### src/rtl/exu_mdu_sequencer_if.sv
// Request/response bundle between the EXU ALU, the MDU sequencer and the external multiplier/divider.
// The slave modport is the sequencer's view; master is the surrounding pipeline and unit side.
interface exu_mdu_sequencer_if #(
   parameter int XLEN = 64
);
   logic            start_i;
   logic            op_mul_i;
   logic            op_div_i;
   logic            op_rem_i;
   logic            mul_hi_i;
   logic [1:0]      sgn_i;
   logic            word_i;
   logic [XLEN-1:0] da_i;
   logic [XLEN-1:0] db_i;
   logic            flush_i;
   logic            out_ready_i;
   logic            busy_o;
   logic            out_valid_o;
   logic [XLEN-1:0] result_o;
   logic            mdu_flush_o;

   logic            mul_valid_o;
   logic            mulw_o;
   logic [1:0]      mul_signed_o;
   logic [XLEN-1:0] multiplicand_o;
   logic [XLEN-1:0] multiplier_o;
   logic            mul_ready_i;
   logic            mul_out_valid_i;
   logic [XLEN-1:0] result_hi_i;
   logic [XLEN-1:0] result_lo_i;

   logic            div_valid_o;
   logic            divw_o;
   logic            div_signed_o;
   logic [XLEN-1:0] dividend_o;
   logic [XLEN-1:0] divisor_o;
   logic            div_ready_i;
   logic            div_out_valid_i;
   logic [XLEN-1:0] quotient_i;
   logic [XLEN-1:0] remainder_i;

   modport slave (
      input  start_i, op_mul_i, op_div_i, op_rem_i, mul_hi_i, sgn_i, word_i, da_i, db_i,
      input  flush_i, out_ready_i,
      input  mul_ready_i, mul_out_valid_i, result_hi_i, result_lo_i,
      input  div_ready_i, div_out_valid_i, quotient_i, remainder_i,
      output busy_o, out_valid_o, result_o, mdu_flush_o,
      output mul_valid_o, mulw_o, mul_signed_o, multiplicand_o, multiplier_o,
      output div_valid_o, divw_o, div_signed_o, dividend_o, divisor_o
   );

   modport master (
      output start_i, op_mul_i, op_div_i, op_rem_i, mul_hi_i, sgn_i, word_i, da_i, db_i,
      output flush_i, out_ready_i,
      output mul_ready_i, mul_out_valid_i, result_hi_i, result_lo_i,
      output div_ready_i, div_out_valid_i, quotient_i, remainder_i,
      input  busy_o, out_valid_o, result_o, mdu_flush_o,
      input  mul_valid_o, mulw_o, mul_signed_o, multiplicand_o, multiplier_o,
      input  div_valid_o, divw_o, div_signed_o, dividend_o, divisor_o
   );
endinterface

### src/rtl/exu_mdu_sequencer.sv
// Sequences one MUL/DIV/REM micro-op through the external multiplier or divider and
// holds the truncated / sign-extended result until EX2 consumes it.
module exu_mdu_sequencer #(
   parameter int XLEN        = 64,
   parameter bit DIV0_BYPASS = 1'b1
) (
   input  logic            clk,
   input  logic            rst,
   exu_mdu_sequencer_if.slave bus
);
   typedef enum logic [2:0] {
      IDLE     = 3'd0,
      MUL_REQ  = 3'd1,
      MUL_WAIT = 3'd2,
      DIV_REQ  = 3'd3,
      DIV_WAIT = 3'd4,
      DONE     = 3'd5
   } state_t;

   state_t          state_reg, state_next;
   logic            op_mul_reg, op_rem_reg, mul_hi_reg, word_reg;
   logic [1:0]      sgn_reg;
   logic [XLEN-1:0] da_reg, db_reg;
   logic [XLEN-1:0] result_reg, result_next;
   logic            latch_en;

   logic            div0;
   logic [XLEN-1:0] div0_result;
   logic [XLEN-1:0] mul_sel;
   logic [XLEN-1:0] div_raw;
   logic [XLEN-1:0] div_sel;

   function automatic logic [XLEN-1:0] sext32(input logic [XLEN-1:0] v);
      return {{(XLEN-32){v[31]}}, v[31:0]};
   endfunction

   // W-variants only look at the low word of the divisor for the zero test.
   assign div0        = bus.word_i ? (bus.db_i[31:0] == 32'd0) : (bus.db_i == '0);
   assign div0_result = bus.op_rem_i ? (bus.word_i ? sext32(bus.da_i) : bus.da_i) : '1;

   assign mul_sel = word_reg ? sext32(bus.result_lo_i)
                             : (mul_hi_reg ? bus.result_hi_i : bus.result_lo_i);
   assign div_raw = op_rem_reg ? bus.remainder_i : bus.quotient_i;
   assign div_sel = word_reg ? sext32(div_raw) : div_raw;

   always_comb begin
      state_next  = state_reg;
      result_next = result_reg;
      latch_en    = 1'b0;
      // Flush beats start, unit completion and downstream acceptance alike.
      if (bus.flush_i) begin
         state_next = IDLE;
      end else begin
         case (state_reg)
            IDLE: begin
               if (bus.start_i) begin
                  latch_en = 1'b1;
                  if (bus.op_mul_i) begin
                     state_next = MUL_REQ;
                  end else if (bus.op_div_i || bus.op_rem_i) begin
                     if (DIV0_BYPASS && div0) begin
                        state_next  = DONE;
                        result_next = div0_result;
                     end else begin
                        state_next = DIV_REQ;
                     end
                  end
               end
            end
            MUL_REQ: begin
               if (bus.mul_ready_i) state_next = MUL_WAIT;
            end
            MUL_WAIT: begin
               if (bus.mul_out_valid_i) begin
                  state_next  = DONE;
                  result_next = mul_sel;
               end
            end
            DIV_REQ: begin
               if (bus.div_ready_i) state_next = DIV_WAIT;
            end
            DIV_WAIT: begin
               if (bus.div_out_valid_i) begin
                  state_next  = DONE;
                  result_next = div_sel;
               end
            end
            DONE: begin
               if (bus.out_ready_i) state_next = IDLE;
            end
            default: state_next = IDLE;
         endcase
      end
   end

   always_ff @(posedge clk) begin
      if (rst) begin
         state_reg  <= IDLE;
         op_mul_reg <= 1'b0;
         op_rem_reg <= 1'b0;
         mul_hi_reg <= 1'b0;
         word_reg   <= 1'b0;
         sgn_reg    <= 2'b00;
         da_reg     <= '0;
         db_reg     <= '0;
         result_reg <= '0;
      end else begin
         state_reg  <= state_next;
         result_reg <= result_next;
         if (latch_en) begin
            op_mul_reg <= bus.op_mul_i;
            op_rem_reg <= bus.op_rem_i;
            mul_hi_reg <= bus.mul_hi_i;
            word_reg   <= bus.word_i;
            sgn_reg    <= bus.sgn_i;
            da_reg     <= bus.da_i;
            db_reg     <= bus.db_i;
         end
      end
   end

   assign bus.busy_o      = ((state_reg != IDLE) && !((state_reg == DONE) && bus.out_ready_i))
                          || ((state_reg == IDLE) && bus.start_i);
   assign bus.out_valid_o = (state_reg == DONE);
   assign bus.result_o    = result_reg;
   assign bus.mdu_flush_o = bus.flush_i && !rst;

   // Operands come straight from the latch, so they cannot move while valid is high.
   assign bus.mul_valid_o    = (state_reg == MUL_REQ);
   assign bus.mulw_o         = op_mul_reg && word_reg;
   assign bus.mul_signed_o   = op_mul_reg ? sgn_reg : 2'b00;
   assign bus.multiplicand_o = da_reg;
   assign bus.multiplier_o   = db_reg;

   assign bus.div_valid_o    = (state_reg == DIV_REQ);
   assign bus.divw_o         = !op_mul_reg && word_reg;
   assign bus.div_signed_o   = !op_mul_reg && sgn_reg[1];
   assign bus.dividend_o     = da_reg;
   assign bus.divisor_o      = db_reg;
endmodule

### src/flat_wrapper.sv
// flat-port wrapper written by rule: the top's interface ports become plain ports
module exu_mdu_sequencer_flat 
#(
   parameter int XLEN        = 64,
   parameter bit DIV0_BYPASS = 1'b1
)
  (clk, rst, bus_start_i, bus_op_mul_i, bus_op_div_i, bus_op_rem_i, bus_mul_hi_i, bus_sgn_i, bus_word_i, bus_da_i, bus_db_i, bus_flush_i, bus_out_ready_i, bus_mul_ready_i, bus_mul_out_valid_i, bus_result_hi_i, bus_result_lo_i, bus_div_ready_i, bus_div_out_valid_i, bus_quotient_i, bus_remainder_i, bus_busy_o, bus_out_valid_o, bus_result_o, bus_mdu_flush_o, bus_mul_valid_o, bus_mulw_o, bus_mul_signed_o, bus_multiplicand_o, bus_multiplier_o, bus_div_valid_o, bus_divw_o, bus_div_signed_o, bus_dividend_o, bus_divisor_o);
  exu_mdu_sequencer_if #(.XLEN(XLEN)) bus_i ();
  input  logic clk;
  input  logic rst;
  input wire logic [$bits(bus_i.start_i)-1:0] bus_start_i;
  input wire logic [$bits(bus_i.op_mul_i)-1:0] bus_op_mul_i;
  input wire logic [$bits(bus_i.op_div_i)-1:0] bus_op_div_i;
  input wire logic [$bits(bus_i.op_rem_i)-1:0] bus_op_rem_i;
  input wire logic [$bits(bus_i.mul_hi_i)-1:0] bus_mul_hi_i;
  input wire logic [$bits(bus_i.sgn_i)-1:0] bus_sgn_i;
  input wire logic [$bits(bus_i.word_i)-1:0] bus_word_i;
  input wire logic [$bits(bus_i.da_i)-1:0] bus_da_i;
  input wire logic [$bits(bus_i.db_i)-1:0] bus_db_i;
  input wire logic [$bits(bus_i.flush_i)-1:0] bus_flush_i;
  input wire logic [$bits(bus_i.out_ready_i)-1:0] bus_out_ready_i;
  input wire logic [$bits(bus_i.mul_ready_i)-1:0] bus_mul_ready_i;
  input wire logic [$bits(bus_i.mul_out_valid_i)-1:0] bus_mul_out_valid_i;
  input wire logic [$bits(bus_i.result_hi_i)-1:0] bus_result_hi_i;
  input wire logic [$bits(bus_i.result_lo_i)-1:0] bus_result_lo_i;
  input wire logic [$bits(bus_i.div_ready_i)-1:0] bus_div_ready_i;
  input wire logic [$bits(bus_i.div_out_valid_i)-1:0] bus_div_out_valid_i;
  input wire logic [$bits(bus_i.quotient_i)-1:0] bus_quotient_i;
  input wire logic [$bits(bus_i.remainder_i)-1:0] bus_remainder_i;
  output wire logic [$bits(bus_i.busy_o)-1:0] bus_busy_o;
  output wire logic [$bits(bus_i.out_valid_o)-1:0] bus_out_valid_o;
  output wire logic [$bits(bus_i.result_o)-1:0] bus_result_o;
  output wire logic [$bits(bus_i.mdu_flush_o)-1:0] bus_mdu_flush_o;
  output wire logic [$bits(bus_i.mul_valid_o)-1:0] bus_mul_valid_o;
  output wire logic [$bits(bus_i.mulw_o)-1:0] bus_mulw_o;
  output wire logic [$bits(bus_i.mul_signed_o)-1:0] bus_mul_signed_o;
  output wire logic [$bits(bus_i.multiplicand_o)-1:0] bus_multiplicand_o;
  output wire logic [$bits(bus_i.multiplier_o)-1:0] bus_multiplier_o;
  output wire logic [$bits(bus_i.div_valid_o)-1:0] bus_div_valid_o;
  output wire logic [$bits(bus_i.divw_o)-1:0] bus_divw_o;
  output wire logic [$bits(bus_i.div_signed_o)-1:0] bus_div_signed_o;
  output wire logic [$bits(bus_i.dividend_o)-1:0] bus_dividend_o;
  output wire logic [$bits(bus_i.divisor_o)-1:0] bus_divisor_o;
  assign bus_i.start_i = bus_start_i;
  assign bus_i.op_mul_i = bus_op_mul_i;
  assign bus_i.op_div_i = bus_op_div_i;
  assign bus_i.op_rem_i = bus_op_rem_i;
  assign bus_i.mul_hi_i = bus_mul_hi_i;
  assign bus_i.sgn_i = bus_sgn_i;
  assign bus_i.word_i = bus_word_i;
  assign bus_i.da_i = bus_da_i;
  assign bus_i.db_i = bus_db_i;
  assign bus_i.flush_i = bus_flush_i;
  assign bus_i.out_ready_i = bus_out_ready_i;
  assign bus_i.mul_ready_i = bus_mul_ready_i;
  assign bus_i.mul_out_valid_i = bus_mul_out_valid_i;
  assign bus_i.result_hi_i = bus_result_hi_i;
  assign bus_i.result_lo_i = bus_result_lo_i;
  assign bus_i.div_ready_i = bus_div_ready_i;
  assign bus_i.div_out_valid_i = bus_div_out_valid_i;
  assign bus_i.quotient_i = bus_quotient_i;
  assign bus_i.remainder_i = bus_remainder_i;
  assign bus_busy_o = bus_i.busy_o;
  assign bus_out_valid_o = bus_i.out_valid_o;
  assign bus_result_o = bus_i.result_o;
  assign bus_mdu_flush_o = bus_i.mdu_flush_o;
  assign bus_mul_valid_o = bus_i.mul_valid_o;
  assign bus_mulw_o = bus_i.mulw_o;
  assign bus_mul_signed_o = bus_i.mul_signed_o;
  assign bus_multiplicand_o = bus_i.multiplicand_o;
  assign bus_multiplier_o = bus_i.multiplier_o;
  assign bus_div_valid_o = bus_i.div_valid_o;
  assign bus_divw_o = bus_i.divw_o;
  assign bus_div_signed_o = bus_i.div_signed_o;
  assign bus_dividend_o = bus_i.dividend_o;
  assign bus_divisor_o = bus_i.divisor_o;
  exu_mdu_sequencer #(.XLEN(XLEN), .DIV0_BYPASS(DIV0_BYPASS)) u_core (.clk(clk), .rst(rst), .bus(bus_i));
endmodule
### config.mk
export PLATFORM = sky130hd
export DESIGN_NAME = exu_mdu_sequencer_flat
export DESIGN_NICKNAME = d
export VERILOG_FILES = /design/src/rtl/exu_mdu_sequencer_if.sv /design/src/rtl/exu_mdu_sequencer.sv /design/src/flat_wrapper.sv
export SDC_FILE = /design/constraint.sdc
export NUM_CORES = 1
export LEC_CHECK = 0
export BUFFER_PORTS_ARGS = -buffer_cell sky130_fd_sc_hd__buf_4
export CAP_MARGIN = 20
export CORE_AREA = 2 2 281 283
export DETAILED_ROUTE_END_ITERATION = 8
export DIE_AREA = 0 0 283 285
export PLACE_DENSITY = 0.33
export SYNTH_ARGS = -nofsm -noshare
export SYNTH_HDL_FRONTEND = slang
export SYNTH_SLANG_ARGS = --single-unit
### constraint.sdc
create_clock -name clk -period 5.22 [get_ports clk]
set_clock_uncertainty 0.05 [all_clocks]
set_input_delay 0.261 -clock clk [delete_from_list [all_inputs] [get_ports clk]]
set_output_delay 0.261 -clock clk [all_outputs]
set_load 0.02 [all_outputs]
# --- Word-level counts from Yosys, hierarchy flattened ---
# Cells that the tools add are included.
totals:
  memories: 0
  ramBits: 0
  in_bits: 400
  elab_cells: 73
  rom_bits: 0
  latch_bits: 0
  output_inout_bits: 330
  regBits: 201
classes:
  add_sub_neg: 0
  n_reduce_logical: 20
  n_lt_le_gt_ge: 0
  eq_ne: 15
  shifts: 0
  mux: 28
  mul: 0
  n_div: 0
  bitwise_logic: 1
op_table:
  columns: ["op", "count"]
  rows:
  - ["2-to-1 mux 64 bit", 12]
  - ["one-hot mux 64 bit (3 select lines)", 1]
  - ["zero test 64 bit", 1]
  - ["zero test 32 bit", 1]
  - ["2-to-1 mux 3 bit", 9]
  - ["one-hot mux 3 bit (6 select lines)", 1]
  - ["!= test 2 bit, second input constant", 7]
  - ["AND reduction 8 bit", 1]
  - ["logical AND 1 bit", 7]
  - ["AND reduction 7 bit", 1]
  - ["== test 3 x 2 -> 1 bit, second input constant", 2]
  - ["== test 3 bit, second input constant", 2]
  - ["nonzero test 3 bit", 2]
  - ["2-to-1 mux 1 bit", 4]
  - ["!= test 2 x 1 -> 1 bit, second input constant", 2]
  - ["== test 3 x 1 -> 1 bit, second input constant", 1]
  - ["zero test 1 bit", 3]
  - ["zero test 3 bit", 1]
  - ["!= test 3 x 2 -> 1 bit, second input constant", 1]
  - ["logical OR 1 bit", 2]
  - ["2-to-1 mux 2 bit", 1]
  - ["OR reduction 2 bit", 1]
  - ["inverter 1 bit", 1]

# --- Logic depth before layout (Yosys ltp) ---
depth:
  ltp_word: 7
  depth_mapped: 8
  ltp_nobuf: 5

# --- Worst setup path after synthesis ---
# Ideal clock, no wire load.
synth_path:
  path_type: "register -> register"
  from: "reg u_core.state_reg[0]"
  to: "reg u_core.db_reg[54], in the netlist u_core.bus.divisor_o[54]"
  slack_ps: 3355
  stages_incl_launch_ff: 9
  setup_ps: 132
  required_ps: 5038
  path_buffers: 4
  t_arrival_ps: 1682
  path_cell_list: "dfxtp_1 > buf_2 > or3_4 > or3b_1 > buf_2 > buf_6 > buf_2 > nand2_1 > a21oi_1"
synth_between:
  elab_chain_len: 3
synth_rtl:
  columns: ["item", "line", "rtl"]
  rows:
  - ["start, declared", "exu_mdu_sequencer.sv:20", "state_t state_reg, state_next;"]
  - ["start signal, assigned", "exu_mdu_sequencer.sv:108", "state_reg <= state_next;"]
  - ["zero test 3 bit", "exu_mdu_sequencer.sv:54", "case (state_reg)"]
  - ["2-to-1 mux 1 bit", "exu_mdu_sequencer.sv:54", null]
  - ["2-to-1 mux 1 bit", "exu_mdu_sequencer.sv:51", "if (bus.flush_i) begin"]
  - ["end signal, assigned", "exu_mdu_sequencer.sv:117", "db_reg <= bus.db_i;"]
  - ["end, declared", "exu_mdu_sequencer.sv:23", "logic [XLEN-1:0] da_reg, db_reg;"]
# No other way between the ends.
# A chain may end at the register's enable or synchronous reset.

# --- Worst setup path after layout ---
layout_path:
  from: "reg u_core.state_reg[1]"
  to: "reg u_core.result_reg[22], in the netlist u_core.bus.result_o[22]"
layout_between:
  elab_chain_len: 3
layout_rtl:
  columns: ["item", "line", "rtl"]
  rows:
  - ["== test 3 bit, or another cell as far along", "exu_mdu_sequencer.sv:54", null]
  - ["!= test 2 bit (no line), or another cell as far along", null, null]
  - ["AND reduction 8 bit (no line)", null, null]
  - ["end signal, assigned", "exu_mdu_sequencer.sv:109", "result_reg <= result_next;"]
  - ["end, declared", "exu_mdu_sequencer.sv:24", "logic [XLEN-1:0] result_reg, result_next;"]
# Several ways; a longest one is shown, not always the timed one.

==> summary.txt <==
Outcome
  – Status: complete, no violations

STA
  – Final max-slew violation count: 0
  – Final worst slack: between 1500 and 2000 ps
  – Hold Vio Cnt, Final: 0
  – Final setup violation count: 0
  – RSZ-0062 raised after global routing: false
  – Worst rel slew slack: 28.5%
  – Period minus WS final: 3320 ps
  – Worst slew pin tran: 1070 ps
  – Final period util: 63.5%
  – Max Freq: 0.302 GHz
  – Setup TNS: 0 ps

GRT
  – Antenna violations before repair: 4
  – GR peak layer: met2
  – Vias in the first global route: ~13,000
  – Met2 global-route usage: 28.5%
  – First-pass GRT wire length: 96,100 um
  – GRT Total Usage: 16.0%
  – Largest net degree at the start of global routing: 143
  – Met3 usage: 2.98%
  – Grt met1 use: 20.0%
  – Grt ovf: 0

Synth
  – Sequential share of the synthesized area: 33.5%
  – Synth Register Bits: 201
  – FFs w/ async S/R, synth: 0%
  – Synth warn: 0
  – Mean Syn Cell Area: ~7.9 um^2
  – Synth Instances: between 1,500 and 2,000
  – Synth cell count leaders: 302 x nand2_1, 201 x dfxtp_1, 138 x a21oi_1
  – Largest area contributor in the netlist: dfxtp_1
  – Count leader, synth: nand2_1
  – Most area-consuming cells after synthesis: dfxtp_1 34%, nand2_1 9.4%, buf_4 8.1%, mux2i_1 8.0%, nand2b_1 6.7%
  – Syn nets: approximately 1,900
  – Number of synthesized flops with an enable pin: 0
  – Most used DFF post-synth: dfxtp_1
  – Synth unique cells: 43
  – Synthesized area: 12,000 um^2
  – Synth top area share: 33.5%

Floorplan
  – Top Ports: 730
  – Rows: 103
  – Die Ht: between 200 and 300 um
  – DIE WIDTH: 283 um
  – Die area: 80,700 um^2
  – Initial core utilization: ~15%
  – Core ar.: 78,000 um^2

Min path
  – Hold WC Path Type: primary input to flip-flop

Clocking
  – Post-CTS sizing: 0
  – Post-CTS Setup Bufs: 0
  – Root Driver: clkbuf_16
  – Sink Count: 201
  – CTS tree: done
  – CTS H-Tree Depth: 1
  – Clock slew at reported path FFs: 70 ps
  – Num CTS Buffers: 29
  – Clock Latency Late Sink: 600 ps
  – CTS max path bufs: 3

Critical path
  – RR Startpoint: u_core.state_reg[1]
  – Startpoint types: flip-flop
  – Worst-path fanout max: 38
  – CP Class: flip-flop to flip-flop
  – Crit Reg-Reg Endpoint: u_core.bus.result_o[22]
  – CP startpoint: u_core.state_reg[1]
  – Worst reg-to-reg path cell count: 7
  – Critical path data arrival time: roughly 3800 ps
  – FF-to-FF setup slack: 1900 ps
  – CP required: approximately 5700 ps
  – Crit path capture type: flip-flop
  – Critical Path Sink: u_core.bus.result_o[22]

Place
  – PortBufs: 729
  – Pre-CTS setup slack: just under 2000 ps
  – Hpwl dp: ~50,000 um
  – Placer congestion estimate: 0.858

Cells and area
  – Finished Core Util: between 20% and 30%
  – Fraction of layout cells with a size suffix above 1: 38.4%
  – Synth-to-layout area growth: 65.3%
  – Final nets: 2,569

Drt
  – Post-route ant nets: 0
  – Routed WL per cell: 21.0 um
  – Via count: 13,300
  – Routed Wire Length: 68,000 um
  – # DRC: 0
  – DR pass1 iterations: 5
  – Vias per Instance: 4.09
  – Iteration-0 DRC Markers: 614

Pwr
  – VDD IR max: around 0.21 mV
  – Pleak: 8.63 nW
  – Power Dens Cells: 272 nW/um^2

Run
  – Max cap viols: 0
[where the power goes]
| group | internal [mW] | switching (mW) | total, mW |
|---|---|---|---|
| combinational | 0.694 | 0.817 | 1.51 |
| sequential | 1.62 | 0.103 | 1.72 |
| clock | 1.35 | 0.826 | 2.17 |
[cells in the final DEF (no fill, tap or decap), types with 2 or more instances in the layout]
cell type	n
clkinv_2	3
nor4_1	17
nor2_1	10
mux2i_1	96
diode_2	4
nand4_1	4
buf_4	745
dfxtp_1	197
clkbuf_8	5
dlygate4sd3_1	133
dfxtp_4	2
o221ai_1	32
inv_1	4
mux2_2	33
clkbuf_1	7
o211ai_1	32
nand2_1	302
a21oi_1	138
clkbuf_16	30
bufinv_16	5
nor3b_1	2
dfxtp_2	2
and2_1	4
nor2b_1	98
o22ai_1	66
a211oi_1	64
nand2b_1	129
[critical path: stages (launching register included)]
cell and delay, ps:
dfxtp_1 680, mux2_2 420, o22ai_1 230, nor3b_1 140, a31oi_4 160, buf_4 580
buf_4 560, mux2i_1 250
[metal layers]
| metal | vias to the layer above | wire, um |
|---|---|---|
| met5 | - | 13 |
| met4 | 2 | 1350 |
| met3 | 54 | 3570 |
| met2 | 447 | 33900 |
| met1 | 6317 | 29200 |
| li1 | 6439 | - |
[metrics by stage]
step                      instance area [um^2]  instances  power [mW]  hold WS, ps
after global routing                     19900       3242        5.69         57.3
after global placement                   17500       3054        3.20          389
after detailed placement                 17500       3055        3.21          412
after floorplan                          12000       1518        2.52          347
final                                    19900       3244        5.41         69.9
after CTS                                19800       3240        5.53         28.9
[area by class of cell]
class | instances | area, um^2
Antenna cell | 4 | 10.0
Tap cell | 1050 | 1310
Inverter | 4 | 15.0
Fill cell | 8546 | 58100
Timing Repair Buffer | 881 | 6990
Multi-Input combinational cell | 1052 | 6470
Clock inverter | 11 | 190
Sequential cell | 201 | 4030
Clock buffer | 41 | 832
[worst min path at each step]
stage                              to  cells past startpoint               from
floorplan           u_core.sgn_reg[0]                      2       bus_sgn_i[0]
global placement    u_core.sgn_reg[0]                      2  u_core.sgn_reg[0]
detailed placement  u_core.sgn_reg[0]                      2  u_core.sgn_reg[0]
CTS                   u_core.word_reg                      3         bus_word_i
global route          u_core.word_reg                      3         bus_word_i
finish                u_core.word_reg                      3         bus_word_i
[logic make-up (layout without fill, tap and decap cells)]
logic type | after synthesis | in the layout | synth area share (%)
xor+xnor | 1 | 1 | 0.0729
other cells | 0 | 4 | 0
compound gates | 346 | 346 | 18.5
simple gates | 575 | 575 | 23.6
buf+inv | 265 | 937 | 13.1
mux | 130 | 130 | 11.2
flops | 201 | 201 | 33.5
[timing repair]
item                       in CTS  in global routing
hold buffers                  133                  0
hold endpoints to repair      135                  0
setup endpoints to repair       0                  0
(Power assumes the default switching activity.)
